`config.mk`:
```
export PLATFORM = sky130hd
export DESIGN_NAME = id_ex_stage
export DESIGN_NICKNAME = d
export VERILOG_FILES = /design/src/rtl/id_ex_stage.sv
export SDC_FILE = /design/constraint.sdc
export NUM_CORES = 1
export LEC_CHECK = 0
export CAP_MARGIN = 20
export CORE_AREA = 3 3 133 135
export CTS_BUF_LIST = sky130_fd_sc_hd__clkbuf_4
export DETAILED_ROUTE_END_ITERATION = 8
export DIE_AREA = 0 0 136 138
export PLACE_DENSITY = 0.86
export SLEW_MARGIN = 40
export SYNTH_ARGS = -nofsm -noshare
export SYNTH_HDL_FRONTEND = slang
export SYNTH_SLANG_ARGS = --single-unit
```
`constraint.sdc`:
```
create_clock -name i_clk -period 4.6 [get_ports i_clk]
set_input_delay 0.92 -clock i_clk [delete_from_list [all_inputs] [get_ports i_clk]]
set_output_delay 0.92 -clock i_clk [all_outputs]
set_load 0.02 [all_outputs]
```
`src/rtl/id_ex_stage.sv`:
```
// ID/EX pipeline register with valid/ready handshake on both sides.
// Holds one decoded instruction, raises a combinational load-use hazard
// flag against the held load, inserts a single bubble when the load leaves,
// honours a synchronous flush and keeps a saturating stall-cycle count.
module id_ex_stage #(
  parameter int XLEN        = 32,
  parameter int CTRL_WIDTH  = 16,
  parameter int STALL_CNT_W = 16
) (
  input  logic                   i_clk,
  input  logic                   i_rst_n,
  input  logic                   i_flush,
  input  logic                   i_valid,
  output logic                   o_ready,
  input  logic [CTRL_WIDTH-1:0]  i_ctrl,
  input  logic [XLEN-1:0]        i_pc,
  input  logic [2*XLEN-1:0]      i_rs_data,
  input  logic [XLEN-1:0]        i_imm,
  input  logic [14:0]            i_regs,
  input  logic [3:0]             i_funct,
  output logic                   o_valid,
  input  logic                   i_ready,
  output logic [CTRL_WIDTH-1:0]  o_ctrl,
  output logic [XLEN-1:0]        o_pc,
  output logic [2*XLEN-1:0]      o_rs_data,
  output logic [XLEN-1:0]        o_imm,
  output logic [14:0]            o_regs,
  output logic [3:0]             o_funct,
  output logic                   o_load_use,
  output logic [STALL_CNT_W-1:0] o_stall_cnt
);

  // control word bit carrying the memory-read (load) flag
  localparam int MEM_RE_BIT = 3;

  logic [4:0] rd_held;
  logic [4:0] rs1_in;
  logic [4:0] rs2_in;
  logic       capture;

  assign rd_held = o_regs[4:0];
  assign rs1_in  = i_regs[14:10];
  assign rs2_in  = i_regs[9:5];

  // Conservative hazard: both source fields are compared whatever the opcode.
  assign o_load_use = i_valid & o_valid & o_ctrl[MEM_RE_BIT] & (rd_held != 5'd0) &
                      ((rd_held == rs1_in) | (rd_held == rs2_in));

  // Flush always frees the slot; otherwise accept when not hazarded and the
  // slot is empty or draining this cycle. Held low throughout reset.
  assign o_ready = i_rst_n & (i_flush | (~o_load_use & (~o_valid | i_ready)));

  // A flush never captures, even though o_ready is high during it.
  assign capture = i_valid & o_ready & ~i_flush;

  // Valid bit and control word; ctrl is zeroed whenever the slot empties so a
  // bubble cannot write the register file or memory.
  always_ff @(posedge i_clk or negedge i_rst_n) begin
    if (!i_rst_n) begin
      o_valid <= 1'b0;
      o_ctrl  <= '0;
    end else if (i_flush) begin
      o_valid <= 1'b0;
      o_ctrl  <= '0;
    end else if (o_load_use && i_ready) begin
      o_valid <= 1'b0;
      o_ctrl  <= '0;
    end else if (capture) begin
      o_valid <= 1'b1;
      o_ctrl  <= i_ctrl;
    end else if (o_valid && i_ready) begin
      o_valid <= 1'b0;
      o_ctrl  <= '0;
    end
  end

  // Remaining payload only loads on capture; it is don't-care while invalid.
  always_ff @(posedge i_clk or negedge i_rst_n) begin
    if (!i_rst_n) begin
      o_pc      <= '0;
      o_rs_data <= '0;
      o_imm     <= '0;
      o_regs    <= '0;
      o_funct   <= '0;
    end else if (capture) begin
      o_pc      <= i_pc;
      o_rs_data <= i_rs_data;
      o_imm     <= i_imm;
      o_regs    <= i_regs;
      o_funct   <= i_funct;
    end
  end

  // Saturating count of load-use stall cycles; a flush cycle does not count.
  always_ff @(posedge i_clk or negedge i_rst_n) begin
    if (!i_rst_n) begin
      o_stall_cnt <= '0;
    end else if (o_load_use && !i_flush && (o_stall_cnt != '1)) begin
      o_stall_cnt <= o_stall_cnt + STALL_CNT_W'(1);
    end
  end

endmodule

```
Word-level counts from Yosys, hierarchy flattened

Index checks and enable logic that the tools add are counted.

Register bits after elaboration: 180
Output and inout port bits: 182
Word-level logic and storage cells: 41

Add/subtract/negate cells: 1
Eq/ne operators: 3
Mux-type cells: 8
Bitwise gates (word level): 14
Reduce and logical (&&, ||, !) cells: 7

Operators with widths:

| cell                                           | number |
|---|---|
| two-way mux 16 bit                             | 4 |
| adder 16 x 1 -> 16 bit (second input constant) | 1 |
| != test 16 bit (second input constant)         | 1 |
| equality test 5 bit                            | 2 |
| bitwise AND 1 bit                              | 8 |
| nonzero test 5 bit                             | 1 |
| logical AND 1 bit                              | 4 |
| two-way mux 1 bit                              | 4 |
| nonzero test 4 bit                             | 1 |
| NOT 1 bit                                      | 3 |
| bitwise OR 1 bit                               | 3 |
| logical NOT 1 bit                              | 1 |

Logic depth before layout (Yosys ltp)

Gate-level depths: netlist (run 1).

Depth in word-level cells: 13
Gate-level depth with buffers: 8
Depth with buffers taken out: 6

Least setup slack after synthesis (run 1)

OpenSTA, ideal clock, no wires.

Path type: input -> output
Start point: input i_regs[8]
End point: output o_ready
Data arrival time: 2.483 ns
Path slack: 1.197 ns
Stages: 6
Cell sequence: xor2_1 > nor2_1 > a22oi_2 > clkbuf_1 > nor2_1 > o21ai_0

Longest elaborated chain between the ends: 7

Ends and longest elaborated chain:

| what                | RTL line | source |
|---|---|---|
| from (decl)         | 19       | `input logic [14:0] i_regs,` |
| equality test 5 bit | 47       | `((rd_held == rs1_in) \| (rd_held == rs2_in));` |
| bitwise OR 1 bit    | 47       |  |
| bitwise AND 1 bit   | 46       | `assign o_load_use = i_valid & o_valid & o_ctrl[MEM_RE_BIT] & (rd_held != 5'd0) &` |
| via o_load_use      | 29       | `output logic o_load_use,` |
| NOT 1 bit           | 51       | `assign o_ready = i_rst_n & (i_flush \| (~o_load_use & (~o_valid \| i_ready)));` |
| bitwise AND 1 bit   | 51       |  |
| bitwise OR 1 bit    | 51       |  |
| bitwise AND 1 bit   | 51       |  |
| to (decl)           | 14       | `output logic o_ready,` |

The timed path passes the listed nets, and every way through them passes these cells.

Worst setup path in the final report (run 1)

Start point: input i_regs[11]
End point: output o_ready

Longest elaborated chain between the ends: 7

Ends and longest elaborated chain:

| what                | RTL line |
|---|---|
| equality test 5 bit | 47 |
| bitwise OR 1 bit    | 47 |
| bitwise AND 1 bit   | 46 |
| NOT 1 bit           | 51 |
| bitwise AND 1 bit   | 51 |
| bitwise OR 1 bit    | 51 |
| bitwise AND 1 bit   | 51 |

No other way between the ends.

==> metrics.cfg, run 1 <==
[sta]
hold_viol=0
slew_headroom_pct=58.9
setup_viol=0
finalCriticalPeriod_ns=3.76
skew_ns=0.0186
fmax_mhz=266
finalCritPeriodShare_pct=81.8
worstMarginPinSlew_ns=0.616
slew_violations=0
rsz0062_at_grt=no
timing.setup.tns_ns=0

[floorplanning]
rows=47
io_pins=350
die_x_um=136
fp.dieH_um=138
die_area_um2=18800
start_util_pct=42.5
core_um2=16600

[logic_synthesis]
syn_avg_cell_area_um2=15.5
yosys_warnings=0
synth_cell_types=34
syn_nets=624
syn_area_um2=7050
syn_inst=455
synth_edf_count=0
ys_seq_elements=180
ys.flop_type=dfrtp_1
synth-async-reset-ratio_pct=100
yosysSeqAreaShare_pct=63.9

[critical_path]
path_cells=clkdlybuf4s50_1 -> xor2_1 -> nor3_1 -> a22oi_2 -> nor2_1 -> o21ai_0 -> clkdlybuf4s50_1
reg2reg_from=o_regs[0]$_DFFE_PN0P_
start_kind=input pin
rrSetupSlack_ns=1.93
crit_start=i_regs[11]
crit_fanout=3
crit_top_cell=clkdlybuf4s50_1
cpPeakStageDelay_ns=0.55
cp.arrival_ns=2.84
reg2reg_to=o_pc[24]$_DFFE_PN0P_
slowest_stage=clkdlybuf4s50_1
rr_worst_depth=5
cp.required_ns=3.68
path_class=in -> out
crit_end=o_ready
worstSetupEndpointType=output port

[finish]
post-route-cell-area_um2=11100
areaGrowthSynthToFinish_pct=57.0
nets=977
final_common_cell=clkdlybuf4s50_1
drive_above_1_share_pct=13.7
fill_cells=1164
final_cells=1043
final_core_util_pct=66.7
layout_common_cells=348 x clkdlybuf4s50_1, 180 x dfrtp_1, 80 x mux2_1, 68 x mux2_2, 24 x xor2_1

[clock_network]
cts_max_level=4
cts-root-buf=clkbuf_4
tritoncts=built
clk_latency_ns=0.54
clkSinkCount=180
clk_path_buf_depth=2
ctsHoldBuffers=0
cts_made_buffers=17
clk_pin_slew_ns=0.14
cts_post_setup_buffers_inserted=0
post_cts_resized=0

[drt]
viasPerCell=4.95
dr.first_iter.drc_count=179
drtAntennaViolNets=0
wl_per_cell_um=18.9
first_pass_iters=4
drc=0
finalWirelength_um=19800
vias=5162

[placement]
place_hpwl_um=15300
io_buffers=349
gp_congestion=0.818
place_inst=1009
dpl_cell_area_um2=10800

[global_routing]
first_global_vias=5671
antenna_found_initial=1
grt_pass1_wl_um=31000
grt_usage_pct=21.1
grt-ovfl-total=0
grt_max_degree=73

[pwr]
p_leak_nw=4.64
p_clk_share_pct=20.5
switching_share_pct=30.6
ir_drop_v=0.000241
p_switching_mw=1.33
power_mw=4.34
power_frac_seq_pct=46.3
power.density_nw_per_um2=392
p_comb_share_pct=33.2
p_int_mw=3.01

[job]
maxCapViolations=0

[hold_path]
hp-class=in -> async

[status]
run_status=finished clean

## cell families (layout without fill, tap and decap cells)
group / count (synthesis) / in the layout / synth area share (%)
AO/OA/AOI/OAI: 24 / 24 / 2.91
XOR/XNOR: 25 / 25 / 3.11
adder cells (fa/ha/maj): 1 / 1 / 0.177
buffers and inverters: 21 / 386 / 2.04
flip-flops: 180 / 180 / 63.9
multiplexers: 148 / 148 / 23.6
other: 0 / 3 / 0
AND/OR/NAND/NOR: 56 / 56 / 4.26
## critical path: cells and delay by family
family | cells | cell delay [ns]
xor+xnor | 1 | 0.16
buf+inv | 2 | 1.00
compound gates | 2 | 0.24
simple gates | 2 | 0.52
## power groups by stage
stage | logic [mW] | clock network, mW | registers (mW)
global route | 1.52 | 0.991 | 2.04
floorplan | 0.273 | 0 | 2.36
detailed placement | 1.45 | 0 | 2.04
finish | 1.44 | 0.889 | 2.01
global placement | 1.42 | 0 | 2.02
CTS | 1.46 | 0.923 | 2.01
## layer usage
| metal | vias to the layer above | part of all wire, % | GRT usage, % |
|---|---|---|---|
| li1 | 2328 | - | - |
| met1 | 2505 | 37 | 23.4 |
| met2 | 278 | 49 | 34.9 |
| met3 | 51 | 10 | 8.25 |
| met4 | 0 | 4.0 | 10.7 |
| met5 | - | 0 | 0 |
## cell usage after synthesis, types with 2 or more instances
cell type | n | share of area [%]
buf_6 | 6 | 0.96
nor4_1 | 9 | 0.80
clkbuf_1 | 3 | 0.16
nand2_1 | 11 | 0.59
nor2_1 | 7 | 0.37
buf_2 | 10 | 0.71
nand4_1 | 2 | 0.18
and3_1 | 2 | 0.18
nor3_1 | 6 | 0.43
o21ai_2 | 2 | 0.25
nand3_1 | 5 | 0.35
nand2b_1 | 3 | 0.27
or4_1 | 3 | 0.32
mux2_2 | 68 | 11
or2_2 | 2 | 0.18
mux2_1 | 80 | 13
xor2_1 | 24 | 3.0
a22o_1 | 16 | 2.0
buf_4 | 2 | 0.21
dfrtp_1 | 180 | 64
## state kept, by name, indices dropped and copies added, names as in the netlist
register and cells:
o_rs_data 64, o_imm 32, o_pc 32, o_ctrl 16
o_stall_cnt 16, o_regs 15, o_funct 4, o_valid 1
## how the worst min path moves through the flow
stage                                 from                           to  slack (ns)  cells past startpoint
3_3_place_gp     o_rs_data[60]$_DFFE_PN0P_    o_rs_data[60]$_DFFE_PN0P_        0.47                      1
6_report                           i_rst_n          o_valid$_DFFE_PN0P_        0.17                      1
3_5_place_dp     o_rs_data[55]$_DFFE_PN0P_    o_rs_data[55]$_DFFE_PN0P_        0.47                      1
5_1_grt                            i_rst_n       o_regs[13]$_DFFE_PN0P_         0.1                      1
2_1_floorplan  o_stall_cnt[14]$_DFFE_PN0P_  o_stall_cnt[14]$_DFFE_PN0P_        0.59                      1
4_1_cts                            i_rst_n       o_regs[13]$_DFFE_PN0P_        0.11                      1
## per-stage QoR
| step | worst slack (ns) | hold WS, ns |
|---|---|---|
| 3_3_place_gp | 0.851 | 0.466 |
| 2_1_floorplan | 1.20 | 0.590 |
| 5_1_grt | 0.643 | 0.0980 |
| 6_report | 0.839 | 0.172 |
| 3_5_place_dp | 0.829 | 0.474 |
| 4_1_cts | 0.828 | 0.108 |
## cell type report
type / instances / area, um^2 / area share (%)
tap: 220 / 275 / 2.49
timing repair buffer: 355 / 3570 / 32.3
sequential: 180 / 4500 / 40.7
multi-input combinational: 254 / 2420 / 21.9
clock buffer: 20 / 150 / 1.36
clock inverter: 11 / 136 / 1.23
antenna: 3 / 7.51 / 0.0678
No activity file was read; power rests on OpenSTA's default activity.
==> run 2, diff against run 1 <==
- CORE_AREA: 3 3 133 135 -> default
- CORE_MARGIN: default -> 3
- CORE_UTILIZATION: default -> 38
- DIE_AREA: 0 0 136 138 -> default
- PLACE_DENSITY: 0.86 -> 0.82
- clock period: 4.6 -> 3.34 ns (I/O delays scaled with it)
==> metrics.cfg, run 2 (same netlist as run 1, synthesis figures left out) <==
[status]
run_status=finished clean

[global_routing]
grt_max_degree=157
grt_usage_pct=19.4
met3_usage_pct=8.23
antenna_found_initial=1
grt-busiest-layer=met2
grt_use_met2_pct=33.7
grt-ovfl-total=0
first_global_vias=5534
grt_pass1_wl_um=30600
grt.met1_usage_pct=21.9

[finish]
drive_above_1_share_pct=14.3
final_core_util_pct=61.5
largest_register=o_rs_data
areaGrowthSynthToFinish_pct=57.8
final_cells=1057
layout_common_cells=346 x clkdlybuf4s50_1, 180 x dfrtp_1, 80 x mux2_1, 68 x mux2_2, 24 x xor2_1
final_common_cell=clkdlybuf4s50_1
nets=983
reg_top3=o_rs_data: 64 flops, o_imm: 32 flops, o_pc: 32 flops
largest_reg_flops=64
fill_cells=1437

[sta]
slew_headroom_pct=61.0
fmax_mhz=330
skew_ns=0.0362
finalCriticalPeriod_ns=3.03
worstMarginPinSlew_ns=0.585
slew_violations=0
rsz0062_at_grt=no
finalCritPeriodShare_pct=90.7
timing.setup.tns_ns=0
setup_viol=0
hold_viol=0

[pwr]
p_switching_mw=1.91
p_comb_share_pct=33.9
p_clk_share_pct=19.7
power_frac_seq_pct=46.4
switching_share_pct=32.2
p_int_mw=4.01
power.density_nw_per_um2=532
ir_drop_v=0.000328
p_leak_nw=4.68

[placement]
io_buffers=349
place_inst=1022
place_hpwl_um=14700
gp_congestion=0.821

[floorplanning]
die_area_um2=20200
die_x_um=142
start_util_pct=39.0
fp.dieH_um=142
rows=49
core_um2=18100
io_pins=350

[hold_path]
hp-class=reg -> reg

[drt]
first_pass_iters=4
drtAntennaViolNets=0
vias=5121
drc=0
dr.first_iter.drc_count=117
finalWirelength_um=19700
wl_per_cell_um=18.7
viasPerCell=4.84

[critical_path]
path_class=reg -> out
cp.required_ns=2.67
cpLargestDelayFamily=simple AND/OR/NAND/NOR gates
crit_fanout=5
cpPeakStageDelay_ns=0.55
start_kind=flip-flop
cp.arrival_ns=2.36
worstSetupEndpointType=output port
slowest_stage=or4_4
path_cells=or4_4 -> o21ai_4 -> nor2_1 -> o21ai_0 -> dlygate4sd2_1
critPathBufInv=1

[clock_network]
tritoncts=built
cts-root-buf=clkbuf_4
cts_made_buffers=17
clk_latency_ns=0.55
clk_path_buf_depth=2
clk_pin_slew_ns=0.14
clkSinkCount=180
cts_post_setup_buffers_inserted=0
cts_max_level=4

[job]
maxCapViolations=0

run 2: changes by cell type in the layout (fill, tap and decap cells not counted), sizes merged:
cell	previous run	this run
bufinv	3	1
clkinv	6	5
dlymetal6s2s	0	1
inv	0	4
clkdlybuf4s50	348	346
diode	3	2
dlygate4sd2	0	1
dlygate4sd3	0	1
buf	7	12
clkbuf	20	18
clkinvlp	2	3
run 2: cell type report:
cell class,count,area (um^2),area share [%]
Sequential cell,180,4500,40.5
Antenna cell,2,5.00,0.0450
Multi-Input combinational cell,254,2420,21.8
Tap cell,229,287,2.58
Clock buffer,18,135,1.21
Timing Repair Buffer,361,3650,32.8
Clock inverter,13,128,1.15
run 2: power groups by stage:
stage	clock network [mW]	logic [mW]	registers, mW
after floorplan	0	0.376	3.25
after detailed placement	0	2.02	2.79
after CTS	1.22	2.03	2.75
after global routing	1.31	2.12	2.80
final	1.16	2.01	2.75
after global placement	0	2.00	2.77
run 2: stage by stage:
stage               hold slack [ns]  cell area [um^2]  worst slack (ns)  total power, mW
finish                        0.501             11100             0.312             5.92
CTS                           0.487             11100            0.0555             6.00
detailed placement            0.474             10800            0.0294             4.81
floorplan                     0.372              7050             0.441             3.63
global route                  0.498             11100             0.141             6.22
global placement              0.467             10800            0.0520             4.77
run 2: path summary, 6_finish.rpt:
check | slack, ns | startpoint | end | depth (start not counted)
setup / recovery | 0.31 | o_regs[2]$_DFFE_PN0P_ | o_ready | 5
hold / removal | 0.50 | o_rs_data[60]$_DFFE_PN0P_ | o_rs_data[60]$_DFFE_PN0P_ | 1
setup reg to reg | 0.83 | o_regs[1]$_DFFE_PN0P_ | o_rs_data[17]$_DFFE_PN0P_ | 8
hold reg to reg | 0.50 | o_rs_data[60]$_DFFE_PN0P_ | o_rs_data[60]$_DFFE_PN0P_ | 1
max in group asynchronous | 1.68 | i_rst_n | o_pc[27]$_DFFE_PN0P_ | 4
min in group asynchronous | 0.54 | i_rst_n | o_rs_data[2]$_DFFE_PN0P_ | 2
run 2: metal layers:
| layer | share of wire [%] | wire length, um | up-vias |
|---|---|---|---|
| met3 | 11 | 2160 | 20 |
| met2 | 50 | 9960 | 231 |
| met5 | 0 | 0 | - |
| met1 | 37 | 7310 | 2531 |
| li1 | - | - | 2339 |
| met4 | 1.5 | 293 | 0 |
run 2: timing repair:
item | in CTS | in global routing
endpoints found under the hold margin | 24 | 0
setup endpoints to repair | 2 | 1
hold buffers | 1 | 0
gates resized for setup | 3 | 1
==> variant 1: new RTL, settings of run 2 <==
Set the parameter `STALL_CNT_W` to 20 (it was 16).
--- a/src/rtl/id_ex_stage.sv
+++ b/src/rtl/id_ex_stage.sv
@@ -5,7 +5,7 @@
 module id_ex_stage #(
   parameter int XLEN        = 32,
   parameter int CTRL_WIDTH  = 16,
-  parameter int STALL_CNT_W = 16
+  parameter int STALL_CNT_W = 20
 ) (
   input  logic                   i_clk,
   input  logic                   i_rst_n,
Ports: changed (resized o_stall_cnt); port bits go from 350 to 354. No check against the original RTL was run, so the function may have changed too.
==> variant 1 against run 2 <==
Worst setup slack got worse by 0.15 ns. Largest cell class unchanged. Sequential cell count rose by 4. Synthesized area rose by 5.1%. Cell area rose by 4.2%. Power rose by 0.97%. Wire length rose by 2.8%. Die area rose by 4.9%.
==> variant 1: results (changes against run 2) <==
outcome - finished clean (unchanged)
# placed instances - 1,106 (was 1,022)
WHS Endpoint - o_stall_cnt[15]$_DFFE_PN0P_ (was o_rs_data[60]$_DFFE_PN0P_)
first-pass GRT wire length - 32.0 mm (was 30.6 mm)
Post-synth top cells - dfrtp_1, mux2_1, mux2_2, nand2_1, xor2_1 (was dfrtp_1, mux2_1, mux2_2, xor2_1, a22o_1)
routability cong. - 0.791 (was 0.821)
buffers added on ports - 353 (was 349)
ANT cells - 0 (was 2)
DR vias/cell - 4.73 (was 4.84)
pin count of the biggest net entering global routing - 67 (was 157)
fraction of area in multi-input gates - 0.226 (was 0.218)
vias in the first global route - 5,533 (was 5,534)
FF+latch count - 184 (was 180)
Distinct cells, synth - 33 (was 34)
maximum vdd drop - 0.273 mV (was 0.328 mV)
initial antenna violation count - 0 (was 1)
Post-Route WL - 20.3 mm (was 19.7 mm)
Mapped Avg Cell Area - 14.9 sq um (was 15.5 sq um)
slew margin rel. - 0.599 (was 0.610)
Syn Nets - 666 (was 624)
met3 usage in global routing - 0.0666 (was 0.0823)
DP Area - 0.0113 sq mm (was 0.0108 sq mm)
routed len/inst - 17.8 um (was 18.7 um)
hpwl dp - 15.5 mm (was 14.7 mm)
met1 global-route usage - 0.233 (was 0.219)
## variant 1: cell types whose count changed after synthesis, moves of 8 or more
cell     change
buf_6        +8
buf_2        -8
mux2i_1     +16
mux2_2      -20
mux2_1      +20
a22o_1      -16
nand2_1     +27
## variant 1: timing repair
item	in CTS	in global routing
endpoints found under the hold margin	27	0
gates resized for setup	3	0
setup endpoints to repair	2	0
hold buffers	1	0
## variant 1: worst reg2reg max path: cells and delay by family (launching register included)
family                 cells  cell delay (ns)
AO/OA/AOI/OAI              2             0.46
XOR/XNOR                   1             0.16
buffers and inverters      4             0.88
flip-flops                 1             0.41
multiplexers               1             0.44
AND/OR/NAND/NOR            1             0.19
## variant 1: power by group through the flow
stage	combinational, uW	sequential (uW)	clock (uW)
after floorplan	377	3300	0
after global placement	2000	2830	0
after detailed placement	2020	2850	0
after CTS	2030	2800	1240
after global routing	2100	2850	1320
final	2000	2800	1180
==> variant 2: new RTL, settings of run 2 <==
Without the edit above. Reset style: synchronous (`i_rst_n`), changed in 3 clocked blocks.
--- a/src/rtl/id_ex_stage.sv
+++ b/src/rtl/id_ex_stage.sv
@@ -55,7 +55,7 @@
 
   // Valid bit and control word; ctrl is zeroed whenever the slot empties so a
   // bubble cannot write the register file or memory.
-  always_ff @(posedge i_clk or negedge i_rst_n) begin
+  always_ff @(posedge i_clk) begin
     if (!i_rst_n) begin
       o_valid <= 1'b0;
       o_ctrl  <= '0;
@@ -75,7 +75,7 @@
   end
 
   // Remaining payload only loads on capture; it is don't-care while invalid.
-  always_ff @(posedge i_clk or negedge i_rst_n) begin
+  always_ff @(posedge i_clk) begin
     if (!i_rst_n) begin
       o_pc      <= '0;
       o_rs_data <= '0;
@@ -92,7 +92,7 @@
   end
 
   // Saturating count of load-use stall cycles; a flush cycle does not count.
-  always_ff @(posedge i_clk or negedge i_rst_n) begin
+  always_ff @(posedge i_clk) begin
     if (!i_rst_n) begin
       o_stall_cnt <= '0;
     end else if (o_load_use && !i_flush && (o_stall_cnt != '1)) begin
Function: differs if i_rst_n is asserted again (counterexample within 4 cycles, from zero or initial values and one cycle with i_rst_n low); with i_rst_n held inactive, the same outputs for 4 cycles.
==> variant 2 against run 2 <==
Cell area fell by 0.69%. Synthesized cell count rose by 82%. Count of clock-buffer cells in the layout did not move. Worst setup slack got worse by 0.18 ns. Highest routed layer unchanged. Synthesized area rose by 2.4%. Sequential share of layout area fell by 7.9 points. Sequential cell count did not move. Wire length rose by 24%.
Power is not compared: it rests on default switching activity, and its combinational part moved more than twofold at a synthesized area within 25%.
==> variant 2: results (changes against run 2) <==
DR vias/cell - 5.43 (was 4.84)
Final Cycle Share - 0.961 (was 0.907)
DP Area - 0.0108 sq mm (about the same)
Clk Latency, worst-skew pair - 0.57 ns (was 0.55 ns)
Reg2Reg Depth - 7 (was 8)
WHS Endpoint - o_regs[11]$_SDFFE_PN0P_ (was o_rs_data[60]$_DFFE_PN0P_)
CP startpoint - i_regs[14] (was o_regs[2]$_DFFE_PN0P_)
part of the power in the clock network - 0.269
DR pass1 iterations - 5 (was 4)
slowest CP cell - clkdlybuf4s50_1 (was or4_4)
RR Endpoint - o_regs[9]$_SDFFE_PN0P_ (was o_rs_data[17]$_DFFE_PN0P_)
Synth area leaders - dfxtp_1, nand3_1, o22ai_1, nand2_1, o22ai_2 (was dfrtp_1, mux2_1, mux2_2, xor2_1, a22o_1)
slew margin rel. - 0.461 (was 0.610)
total track usage - 0.226 (was 0.194)
worst hold margin - 0.478 ns (was 0.501 ns)
Pint - 3020 uW
Post-synth top cells - dfxtp_1, nand2_1, nand3_1, o22ai_1, clkbuf_1 (was dfrtp_1, mux2_1, mux2_2, xor2_1, a22o_1)
Max Buffers Root-to-Sink - 2 (unchanged)
Pleak - 0.00379 uW
hpwl dp - 16.5 mm (was 14.7 mm)
Mapped Cells - 829 (was 455)
layout cells sized above 1 - 0.0764 (was 0.143)
register-to-register setup slack - 1.03 ns (was 0.83 ns)
met1 global-route usage - 0.266 (was 0.219)
dpl ws - 0.0917 ns (was 0.0294 ns)
reg2reg start - o_regs[4]$_SDFFE_PN0P_ (was o_regs[1]$_DFFE_PN0P_)
end of the critical path - o_load_use (was o_ready)
post-cts resize count - 0 (was 3)
max incr delay on CP - 0.63 ns (was 0.55 ns)
hold depth - 2 (was 1)
first-pass GRT wire length - 37.6 mm (was 30.6 mm)
CP arrival - 2.54 ns (was 2.36 ns)
routability cong. - 0.827 (was 0.821)
fill count - 1,592 (was 1,437)
DR iter-0 viols - 492 (was 117)
metal2 WL - 12.0 mm (was 9.96 mm)
vias in the first global route - 7,143 (was 5,534)
Distinct cells, synth - 41 (was 34)
pin count of the biggest net entering global routing - 149 (was 157)
Final Non-Filler Cells - 1,368 (was 1,057)
register area share after synthesis - 0.499 (was 0.639)
Async SR Flop Fraction - 0 (was 1.00)
Syn Nets - 998 (was 624)
GR Util met2 - 0.375 (was 0.337)
met3 usage in global routing - 0.0752 (was 0.0823)
Worst Skew - 0.0250 ns (was 0.0362 ns)
met3 WL - 2.07 mm (was 2.16 mm)
# nets final - 1,294 (was 983)
Crit Path Max Fanout - 4 (was 5)
outcome - finished clean (unchanged)
Post-Route M1 WL - 9.53 mm (was 7.31 mm)
HP Start - o_regs[11]$_SDFFE_PN0P_ (was o_rs_data[60]$_DFFE_PN0P_)
routed len/inst - 17.9 um (was 18.7 um)
[variant 2: worst max-delay path, delay by kind of cell]
| kind | cells | cell delay, ns |
|---|---|---|
| and+or+nand+nor | 2 | 0.27 |
| xor gates and xnor gates | 1 | 0.14 |
| buffers and inverters | 3 | 1.23 |
| AOI/OAI and AO/OA | 1 | 0.24 |
[variant 2: layout make-up]
cell class                 count  area (sq um)  share of cell area
timing repair buffer         363          3670               0.332
tap                          229           287              0.0259
clock buffer                  18           135              0.0122
antenna                        1          2.50            0.000226
inverter                       6          25.0             0.00226
clock inverter                14           116              0.0105
sequential                   180          3600               0.326
multi-input combinational    557          3210               0.291
[variant 2: logic make-up (layout without fill, tap and decap cells)]
group / count (synthesis) / after routing / synth area share
compound gates: 180 / 180 / 0.190
xor+xnor: 16 / 16 / 0.0194
fa+ha+maj: 1 / 1 / 0.00173
buf+inv: 92 / 401 / 0.0594
flops: 180 / 180 / 0.499
mux: 3 / 3 / 0.00416
other cells: 0 / 1 / 0
simple gates: 357 / 357 / 0.226
